<file path="src/rtl/led_blinker_array.sv">
// led_blinker_array
//   Multi-channel, run-time configurable LED driver. One shared prescaler
//   turns CLOCK_50 into a one-cycle timebase tick. Each channel runs its own
//   OFF / ON / BLINK / ONESHOT state machine, clocked only on tick cycles,
//   with a per-channel half-period counted in ticks.
//
//   Optional feature macro: LED_PWM_EN
//     Defined:   adds the cfg_duty port, a per-channel 4-bit duty register and
//                a free-running 4-bit PWM phase counter. Each LED is gated by
//                (pcyc <= duty) before the output register.
//     Undefined: no PWM hardware; LED is the channel led state register.
module led_blinker_array #(
  parameter int NUM_CH   = 4,
  parameter int CH_W     = 2,
  parameter int PRESCALE = 50000,
  parameter int CNT_W    = 16,
  parameter int DEF_HALF = 499
) (
  input  logic              CLOCK_50,
  input  logic              reset,
  input  logic              cfg_we,
  input  logic [CH_W-1:0]   cfg_ch,
  input  logic [1:0]        cfg_mode,
  input  logic [CNT_W-1:0]  cfg_half,
`ifdef LED_PWM_EN
  input  logic [3:0]        cfg_duty,
`endif
  output logic [NUM_CH-1:0] LED,
  output logic              tick
);

  // Prescaler counter width; at least one bit even for tiny PRESCALE values.
  localparam int                PW       = (PRESCALE > 2) ? $clog2(PRESCALE) : 1;
  localparam logic [PW-1:0]     P_LAST   = PW'(PRESCALE - 1);
  localparam logic [PW-1:0]     P_ONE    = PW'(1);
  localparam logic [CNT_W-1:0]  CNT_ONE  = CNT_W'(1);
  localparam logic [CNT_W-1:0]  HALF_RST = CNT_W'(DEF_HALF);

  // Channel operating mode; encoding matches the cfg_mode field.
  typedef enum logic [1:0] {
    MODE_OFF     = 2'b00,
    MODE_ON      = 2'b01,
    MODE_BLINK   = 2'b10,
    MODE_ONESHOT = 2'b11
  } mode_e;

  // ---------------------------------------------------------------------
  // Shared prescaler / timebase
  // ---------------------------------------------------------------------
  logic [PW-1:0] pcnt_q, pcnt_d;
  logic          tick_q, tick_d;

  // Prescaler next state: wrap at PRESCALE-1 and raise tick for one cycle.
  always_comb begin
    pcnt_d = pcnt_q;
    tick_d = 1'b0;
    if (pcnt_q == P_LAST) begin
      pcnt_d = '0;
      tick_d = 1'b1;
    end else begin
      pcnt_d = pcnt_q + P_ONE;
      tick_d = 1'b0;
    end
  end

  // Prescaler and tick registers.
  always_ff @(posedge CLOCK_50 or posedge reset) begin
    if (reset) begin
      pcnt_q <= '0;
      tick_q <= 1'b0;
    end else begin
      pcnt_q <= pcnt_d;
      tick_q <= tick_d;
    end
  end

  assign tick = tick_q;

  // ---------------------------------------------------------------------
  // Per-channel state machines
  // ---------------------------------------------------------------------
  mode_e              mode_q [NUM_CH];
  mode_e              mode_d [NUM_CH];
  logic [CNT_W-1:0]   half_q [NUM_CH];
  logic [CNT_W-1:0]   half_d [NUM_CH];
  logic [CNT_W-1:0]   cnt_q  [NUM_CH];
  logic [CNT_W-1:0]   cnt_d  [NUM_CH];
  logic [NUM_CH-1:0]  led_q, led_d;
  logic [NUM_CH-1:0]  wr_hit_s;

  // Decode which channel (if any) the config port is writing this cycle.
  // Out-of-range cfg_ch values match no channel, so the write is dropped.
  always_comb begin
    wr_hit_s = '0;
    for (int i = 0; i < NUM_CH; i++) begin
      if (cfg_we && (cfg_ch == CH_W'(i))) begin
        wr_hit_s[i] = 1'b1;
      end else begin
        wr_hit_s[i] = 1'b0;
      end
    end
  end

  // Channel next state: a config write beats a same-cycle tick; otherwise a
  // tick advances the mode's counter. The >= compare keeps cnt bounded even
  // if it were ever found above half.
  always_comb begin
    for (int i = 0; i < NUM_CH; i++) begin
      mode_d[i] = mode_q[i];
      half_d[i] = half_q[i];
      cnt_d[i]  = cnt_q[i];
      led_d[i]  = led_q[i];
      if (wr_hit_s[i]) begin
        mode_d[i] = mode_e'(cfg_mode);
        half_d[i] = cfg_half;
        cnt_d[i]  = '0;
        led_d[i]  = (cfg_mode != 2'b00);
      end else if (tick_q) begin
        case (mode_q[i])
          MODE_OFF: begin
            cnt_d[i] = '0;
            led_d[i] = 1'b0;
          end
          MODE_ON: begin
            cnt_d[i] = '0;
            led_d[i] = 1'b1;
          end
          MODE_BLINK: begin
            if (cnt_q[i] >= half_q[i]) begin
              cnt_d[i] = '0;
              led_d[i] = ~led_q[i];
            end else begin
              cnt_d[i] = cnt_q[i] + CNT_ONE;
              led_d[i] = led_q[i];
            end
          end
          MODE_ONESHOT: begin
            if (cnt_q[i] >= half_q[i]) begin
              cnt_d[i]  = '0;
              led_d[i]  = 1'b0;
              mode_d[i] = MODE_OFF;
            end else begin
              cnt_d[i]  = cnt_q[i] + CNT_ONE;
              led_d[i]  = 1'b1;
            end
          end
          default: begin
            mode_d[i] = MODE_OFF;
            cnt_d[i]  = '0;
            led_d[i]  = 1'b0;
          end
        endcase
      end else begin
        mode_d[i] = mode_q[i];
        half_d[i] = half_q[i];
        cnt_d[i]  = cnt_q[i];
        led_d[i]  = led_q[i];
      end
    end
  end

  // Channel state registers; reset returns every channel to OFF with the
  // default half-period.
  always_ff @(posedge CLOCK_50 or posedge reset) begin
    if (reset) begin
      for (int i = 0; i < NUM_CH; i++) begin
        mode_q[i] <= MODE_OFF;
        half_q[i] <= HALF_RST;
        cnt_q[i]  <= '0;
      end
      led_q <= '0;
    end else begin
      for (int i = 0; i < NUM_CH; i++) begin
        mode_q[i] <= mode_d[i];
        half_q[i] <= half_d[i];
        cnt_q[i]  <= cnt_d[i];
      end
      led_q <= led_d;
    end
  end

`ifdef LED_PWM_EN
  // ---------------------------------------------------------------------
  // Brightness PWM
  // ---------------------------------------------------------------------
  logic [3:0]        duty_q [NUM_CH];
  logic [3:0]        duty_d [NUM_CH];
  logic [3:0]        pcyc_q, pcyc_d;
  logic [NUM_CH-1:0] led_out_q, led_out_d;

  // PWM next state. The output register is fed from next-state values so
  // that LED in a given cycle reflects that same cycle's pcyc and duty.
  always_comb begin
    pcyc_d = pcyc_q + 4'd1;
    for (int i = 0; i < NUM_CH; i++) begin
      if (wr_hit_s[i]) begin
        duty_d[i] = cfg_duty;
      end else begin
        duty_d[i] = duty_q[i];
      end
      led_out_d[i] = led_d[i] & (pcyc_d <= duty_d[i]);
    end
  end

  // PWM phase, duty and gated output registers.
  always_ff @(posedge CLOCK_50 or posedge reset) begin
    if (reset) begin
      pcyc_q <= 4'd0;
      for (int i = 0; i < NUM_CH; i++) begin
        duty_q[i] <= 4'hF;
      end
      led_out_q <= '0;
    end else begin
      pcyc_q <= pcyc_d;
      for (int i = 0; i < NUM_CH; i++) begin
        duty_q[i] <= duty_d[i];
      end
      led_out_q <= led_out_d;
    end
  end

  assign LED = led_out_q;
`else
  assign LED = led_q;
`endif

endmodule

</file>
<file path="config.mk">
export PLATFORM = sky130hd
export DESIGN_NAME = led_blinker_array
export DESIGN_NICKNAME = d
export VERILOG_FILES = /design/src/rtl/led_blinker_array.sv
export SDC_FILE = /design/constraint.sdc
export NUM_CORES = 1
export LEC_CHECK = 0
export ABC_CLOCK_PERIOD_IN_PS = 6400
export CORE_AREA = 10 10 189 209
export CTS_CLUSTER_DIAMETER = 40
export CTS_CLUSTER_SIZE = 40
export DETAILED_ROUTE_END_ITERATION = 7
export DIE_AREA = 0 0 199 219
export PLACE_DENSITY = 0.37
export SYNTH_ARGS = -nofsm -noshare
export SYNTH_HDL_FRONTEND = slang
export SYNTH_SLANG_ARGS = --single-unit
export TNS_END_PERCENT = 5
</file>
<file path="constraint.sdc">
create_clock -name CLOCK_50 -period 6.4 [get_ports CLOCK_50]
set_clock_uncertainty 0.2 [all_clocks]
set_input_delay 1.28 -clock CLOCK_50 [delete_from_list [all_inputs] [get_ports CLOCK_50]]
set_output_delay 1.28 -clock CLOCK_50 [all_outputs]
set_load 0.005 [all_outputs]
</file>
==> results.json, run 1 <==
{
  "critPathMaxStageDelay_ns": 0.67,
  "hold_path_class": "reg -> reg",
  "area_growth_pct": 15.8,
  "r2r_end": "cnt_q[46]$_DFFE_PP0P_",
  "synth_edf_count": 0,
  "drt-initial-drc-count": 302,
  "drv_slew": 0,
  "ioPinCount": 28,
  "relSlewSlack_pct": 23.2,
  "worstPathCellList": "clkdlybuf4s50_1 > or2_2 > nand3_1 > nor2_1 > a22o_1",
  "core_area_mm2": 0.0350,
  "wirelength_um": 23400,
  "gr-total-overflow": 0,
  "cts_made_buffers": 17,
  "required_ns": 6.58,
  "tightest_slew_ns": 1.15,
  "cts_tree": "yes",
  "top_layer_used": "met4",
  "period_needed_ns": 3.57,
  "clock_latency_ns": 0.44,
  "worst-path-max-fanout": 21,
  "syn_avg_cell_area_um2": 9.47,
  "reg2reg_depth": 7,
  "timing.setup.tns_ns": 0,
  "postCtsHoldBufs": 0,
  "synth_area_leaders": "dfrtp_1, ha_1, dfstp_2",
  "cp-endpoint": "cnt_q[20]$_DFFE_PP0P_",
  "yosysTopAreaCell": "dfrtp_1",
  "place_hpwl_um": 16200,
  "final.fill_count": 3711,
  "diodes": 0,
  "r2r_slack_ns": 3.19,
  "critPathLaunch": "cfg_ch[0]",
  "final_nets": 1030,
  "syn-num-nets": 1008,
  "critical_path_class": "in -> reg",
  "clockBufferDepth": 2,
  "chipHeight_um": 219,
  "worst_setup_path_end_kind": "flip-flop",
  "drc": 0,
  "grt_pass1_vias": 6550,
  "first_pass_iters": 5,
  "multiInputGateArea_mm2": 0.00432,
  "ff_latch_area_mm2": 0.00396,
  "wl_met1_um": 11400,
  "via_per_inst": 4.66,
  "critical-path-slowest-cell": "clkdlybuf4s50_1",
  "cts_htree_levels": 4,
  "ir_worst_vdd_uv": 197,
  "numPortBuffers": 27,
  "p_leak_nw": 4.51,
  "synth_seq_cells": 157,
  "vias": 6497,
  "synth_ff_type": "dfrtp_1",
  "wl_per_cell_um": 16.7,
  "clock_sinks": 157,
  "hold_viol_final": 0,
  "antenna_found_initial": 0,
  "cts.clk_slew.worst_paths_ns": 0.06,
  "ys_async_sr_fraction_pct": 100,
  "grt_pass1_wl_um": 37800,
  "yosys_warnings": 0,
  "track_usage_pct": 11.3,
  "dr_wl_met2_um": 11000,
  "max_freq_mhz": 280,
  "run_status": "complete, no violations",
  "power-per-cell-area_mw_per_mm2": 257,
  "drive_above_1_share_pct": 10.5,
  "wl_met3_um": 701,
  "min_period_over_period_pct": 55.8,
  "synth_area_mm2": 0.00868,
  "yosysSeqAreaShare_pct": 45.7,
  "finalSetupViolCount": 0,
  "start_util_pct": 24.8,
  "place_congestion": 0.733,
  "cts_resized": 0,
  "holdWs_ns": 0.284,
  "synth_top_area_share_pct": 37.2,
  "die_area_mm2": 0.0436,
  "cp.arrival_ns": 3.75,
  "root_buffer": "clkbuf_16",
  "syn_inst": 916,
  "ant_nets": 0,
  "reg2reg_from": "cnt_q[34]$_DFFE_PP0P_",
  "cp-start-kind": "input pin",
  "yosysUniqueCellTypes": 65,
  "max-cap-violations": 0,
  "die_width_um": 199,
  "grt_start_max_net_pins": 142,
  "fp-row-count": 72,
  "rsz0062_at_grt": "no",
  "post_cts_buffers": 0
}
## synthesized netlist by cell type, types with 4 or more instances
cell	instances
dfrtp_1	129
nand2_1	127
o21ai_0	77
inv_1	74
ha_1	69
nor2_1	59
nand3_1	38
xor2_1	29
dfstp_2	28
clkbuf_1	24
a21oi_1	23
and3_1	19
nor3_1	18
mux2_2	17
nand4_1	17
xnor2_1	16
a31oi_1	14
o21a_1	11
and4_1	10
nor3b_1	9
a22o_1	8
buf_2	7
o311ai_0	7
o22ai_1	6
o31ai_1	6
a211oi_1	5
a21o_1	5
and2_1	5
nand3b_1	5
o211ai_1	5
nand2b_1	4
nor2b_1	4
or3_1	4
## routing by layer
| metal | vias to the layer above | global-route usage (%) |
|---|---|---|
| li1 | 3260 | - |
| met1 | 3167 | 15.0 |
| met2 | 58 | 17.8 |
| met3 | 12 | 2.83 |
| met4 | 0 | 2.90 |
| met5 | - | 0 |
## state kept, by name (all words and copies together), names as in the netlist
register,flops
mode_q,8
tick,1
pcnt_q,16
half_q,64
cnt_q,64
LED,4
## cell usage in the layout (no fill, tap or decap), drive strengths merged, types with 10 or more instances in the layout
cell type	Yosys	routed
a21oi	23	23
xnor2	16	16
ha	69	69
dfstp	28	28
nor2	59	59
nand4	18	18
dfrtp	129	129
nor3	18	18
nand2	127	127
nor3b	10	10
o21a	11	11
clkbuf	24	21
nand3	38	38
o21ai	77	77
clkdlybuf4s50	0	27
xor2	29	29
and3	19	19
and4	10	10
a31oi	16	16
inv	74	74
mux2	17	17
## worst min path at each step
stage,from,depth (start not counted),slack (ns),to
4_1_cts,half_q[16]$_DFFE_PP1P_,2,0.29,half_q[16]$_DFFE_PP1P_
2_1_floorplan,half_q[16]$_DFFE_PP1P_,2,0.24,half_q[16]$_DFFE_PP1P_
5_1_grt,half_q[16]$_DFFE_PP1P_,2,0.31,half_q[16]$_DFFE_PP1P_
3_3_place_gp,pcnt_q[0]$_DFF_PP0_,1,0.28,pcnt_q[0]$_DFF_PP0_
3_5_place_dp,half_q[16]$_DFFE_PP1P_,2,0.28,half_q[16]$_DFFE_PP1P_
6_report,half_q[16]$_DFFE_PP1P_,2,0.28,half_q[16]$_DFFE_PP1P_
## cell families after synthesis
logic type	Yosys count	synth area share (%)
flip-flops	157	45.7
adder cells (fa/ha/maj)	69	9.95
XOR/XNOR	45	4.54
buffers and inverters	106	4.77
AO/OA/AOI/OAI	190	14.2
multiplexers	17	2.21
AND/OR/NAND/NOR	332	18.6
## power breakdown
part / internal [mW] / switching (mW) / total [mW]
Sequential: 1.11 / 0.0642 / 1.18
Combinational: 0.159 / 0.206 / 0.365
Clock: 0.592 / 0.445 / 1.04
Total: 1.86 / 0.716 / 2.58
## metrics by stage
stage | cell area, um2 | total power [mW] | worst slack [ns] | cells | utilization (%)
6_report | 10000 | 2.58 | 2.83 | 1395 | 28.7
5_1_grt | 10000 | 2.73 | 2.68 | 1395 | 28.7
4_1_cts | 10000 | 2.64 | 2.87 | 1395 | 28.7
3_5_place_dp | 9470 | 1.57 | 2.42 | 1363 | 27.1
3_3_place_gp | 9470 | 1.57 | 2.44 | 1363 | 27.1
2_1_floorplan | 8680 | 1.42 | 0.731 | 916 | -
## area by class of cell
| cell class | instances | area share, % |
|---|---|---|
| Multi-Input combinational cell | 653 | 43.0 |
| Sequential cell | 157 | 39.5 |
| Tap cell | 444 | 5.53 |
| Clock buffer | 21 | 4.58 |
| Timing Repair Buffer | 35 | 3.41 |
| Inverter | 74 | 2.81 |
| Clock inverter | 11 | 1.17 |
## critical path, delay by kind of cell
| family | cells | cell delay (ns) |
|---|---|---|
| AND/OR/NAND/NOR | 3 | 1.57 |
| buffers and inverters | 1 | 0.67 |
| AO/OA/AOI/OAI | 1 | 0.22 |
Note: power is estimated with default switching activity, not from simulation.
==> run 2, diff against run 1 <==
ABC_CLOCK_PERIOD_IN_PS = 3100   (was 6400)
PLACE_DENSITY = 0.38   (was 0.37)
clock period = 3.1 ns   (was 6.4 ns; I/O delays follow)
==> run 2 against run 1 <==
Effect of this change: first-iteration DRC count up 1.3%; cell area up 1.6%; register-to-register slack worse by 2.8 ns; clock-buffer cell count down 3; hold slack worse by 0.051 ns; sequential power up 110%; critical path type is now reg -> reg; critical endpoint is now cnt_q[36]$_DFFE_PP0P_; via count up 0.78%; die area unchanged; largest cell class unchanged.
==> results.json, run 2 (same netlist as run 1, synthesis figures left out) <==
{
  "run_status": "complete, no violations",
  "cts_made_buffers": 17,
  "worst-path-max-fanout": 9,
  "wl_per_cell_um": 16.6,
  "layout_commonest_cell": "dfrtp_1",
  "reg2reg_depth": 8,
  "antenna_found_initial": 0,
  "cp-endpoint": "cnt_q[36]$_DFFE_PP0P_",
  "ir_worst_vdd_uv": 400,
  "min_period_over_period_pct": 88.7,
  "rsz0062_at_grt": "no",
  "ioPinCount": 28,
  "relSlewSlack_pct": 38.1,
  "cts_htree_levels": 4,
  "track_usage_pct": 11.3,
  "hold_path_class": "in -> async",
  "drt-initial-drc-count": 306,
  "hold_viol_final": 0,
  "cts.clk_slew.worst_paths_ns": 0.07,
  "vias": 6548,
  "reg_top3": "cnt_q: 64 flops, half_q: 64 flops, pcnt_q: 16 flops",
  "die_area_mm2": 0.0436,
  "clock_latency_ns": 0.44,
  "r2r_slack_ns": 0.35,
  "cp-start-kind": "flip-flop",
  "ant_nets": 0,
  "place_hpwl_um": 16800,
  "grt_pass1_vias": 6662,
  "grt_pass1_wl_um": 37800,
  "required_ns": 3.26,
  "max_freq_mhz": 364,
  "p_leak_nw": 4.60,
  "reg2reg_from": "cnt_q[34]$_DFFE_PP0P_",
  "max-cap-violations": 0,
  "finalPower_mw": 5.38,
  "core_area_mm2": 0.0350,
  "chipHeight_um": 219,
  "fp-row-count": 72,
  "gr-total-overflow": 0,
  "clock_sinks": 157,
  "postCtsHoldBufs": 0,
  "via_per_inst": 4.63,
  "cp.arrival_ns": 2.91,
  "clockBufferDepth": 2,
  "power-per-cell-area_mw_per_mm2": 527,
  "critPathLaunch": "cnt_q[34]$_DFFE_PP0P_",
  "crit_top_cell": "a31oi_1",
  "critical-path-slowest-cell": "a31oi_2",
  "period_needed_ns": 2.75,
  "drc": 0,
  "first_pass_iters": 6,
  "final_nets": 1049,
  "area_growth_pct": 17.7,
  "timing.setup.tns_ns": 0,
  "grt_start_max_net_pins": 107,
  "start_util_pct": 24.8,
  "root_buffer": "clkbuf_16",
  "layout_common_cells": "dfrtp_1, nand2_1, o21ai_0, inv_1, ha_1",
  "finalSetupViolCount": 0,
  "critPathMaxStageDelay_ns": 0.47,
  "die_width_um": 199,
  "numPortBuffers": 27,
  "wirelength_um": 23500,
  "worst_setup_path_end_kind": "flip-flop",
  "post_cts_buffers": 0,
  "critical_path_class": "reg -> reg",
  "r2r_end": "cnt_q[36]$_DFFE_PP0P_",
  "cts_tree": "yes",
  "place_congestion": 0.757,
  "cts_resized": 0,
  "tightest_slew_ns": 0.925,
  "drv_slew": 0,
  "drive_above_1_share_pct": 12.4,
  "final.fill_count": 3676,
  "worstPathCellList": "ha_1 > a211o_1 > a31oi_1 > o221ai_1 > a31oi_2 > buf_4 > a31oi_1 > o21ai_0"
}
==> run 2: cell types whose count changed in the layout (fill, tap and decap cells not counted), sizes merged <==
cell / change
bufinv: +1
clkbuf: -3
diode: +1
clkinv: +1
buf: +19
clkinvlp: +1
==> run 2: area by class of cell <==
type	instances	area (um2)	area share, %
multi-input combinational	653	4320	42.3
sequential	157	3960	38.8
tap	444	556	5.44
timing repair buffer	54	485	4.75
clock buffer	18	429	4.20
inverter	74	282	2.76
clock inverter	14	169	1.65
antenna	1	2.50	0.0245
==> run 2: where the power goes <==
part	internal [mW]	switching (mW)
clock network	1.27	0.922
registers	2.30	0.131
logic	0.335	0.428
total	3.90	1.48
==> run 2: how the worst min path moves through the flow <==
stage	start	end	slack [ns]	cells after the start
floorplan	half_q[16]$_DFFE_PP1P_	half_q[16]$_DFFE_PP1P_	0.24	2
global placement	half_q[32]$_DFFE_PP1P_	half_q[32]$_DFFE_PP1P_	0.25	2
detailed placement	half_q[32]$_DFFE_PP1P_	half_q[32]$_DFFE_PP1P_	0.26	2
CTS	reset	cnt_q[37]$_DFFE_PP0P_	0.22	2
global route	reset	cnt_q[37]$_DFFE_PP0P_	0.24	2
finish	reset	cnt_q[37]$_DFFE_PP0P_	0.23	2
==> run 2: critical path, delay by kind of cell (launching register included) <==
family          cells  cell delay, ns
compound gates      6            1.48
flops               1            0.44
fa+ha+maj           1            0.31
buf+inv             1            0.24
==> run 2: through the flow <==
step           setup slack, ns  hold WS, ns  utilization (%)  cells  cell area (um2)
6_report                 0.349        0.233             29.2   1415            10200
5_1_grt                  0.110        0.243             29.2   1414            10200
4_1_cts                  0.353        0.222             29.2   1414            10200
3_5_place_dp             0.224        0.256             27.5   1382             9610
3_3_place_gp             0.240        0.255             27.5   1382             9610
2_1_floorplan            0.316        0.242                -    916             8680
==> run 2: metal layers <==
layer / global-route usage (%) / wire, um / vias up
met5: 0 / 0 / -
met4: 3.69 / 400 / 0
li1: - / - / 3304
met2: 18.7 / 11200 / 66
met3: 2.30 / 636 / 18
met1: 14.4 / 11200 / 3160
==> run 3, diff against run 2 <==
SLEW_MARGIN = 10   (was not set)
==> results of run 3 <==
Final layout, timing and power as in run 2 (identical DEF).
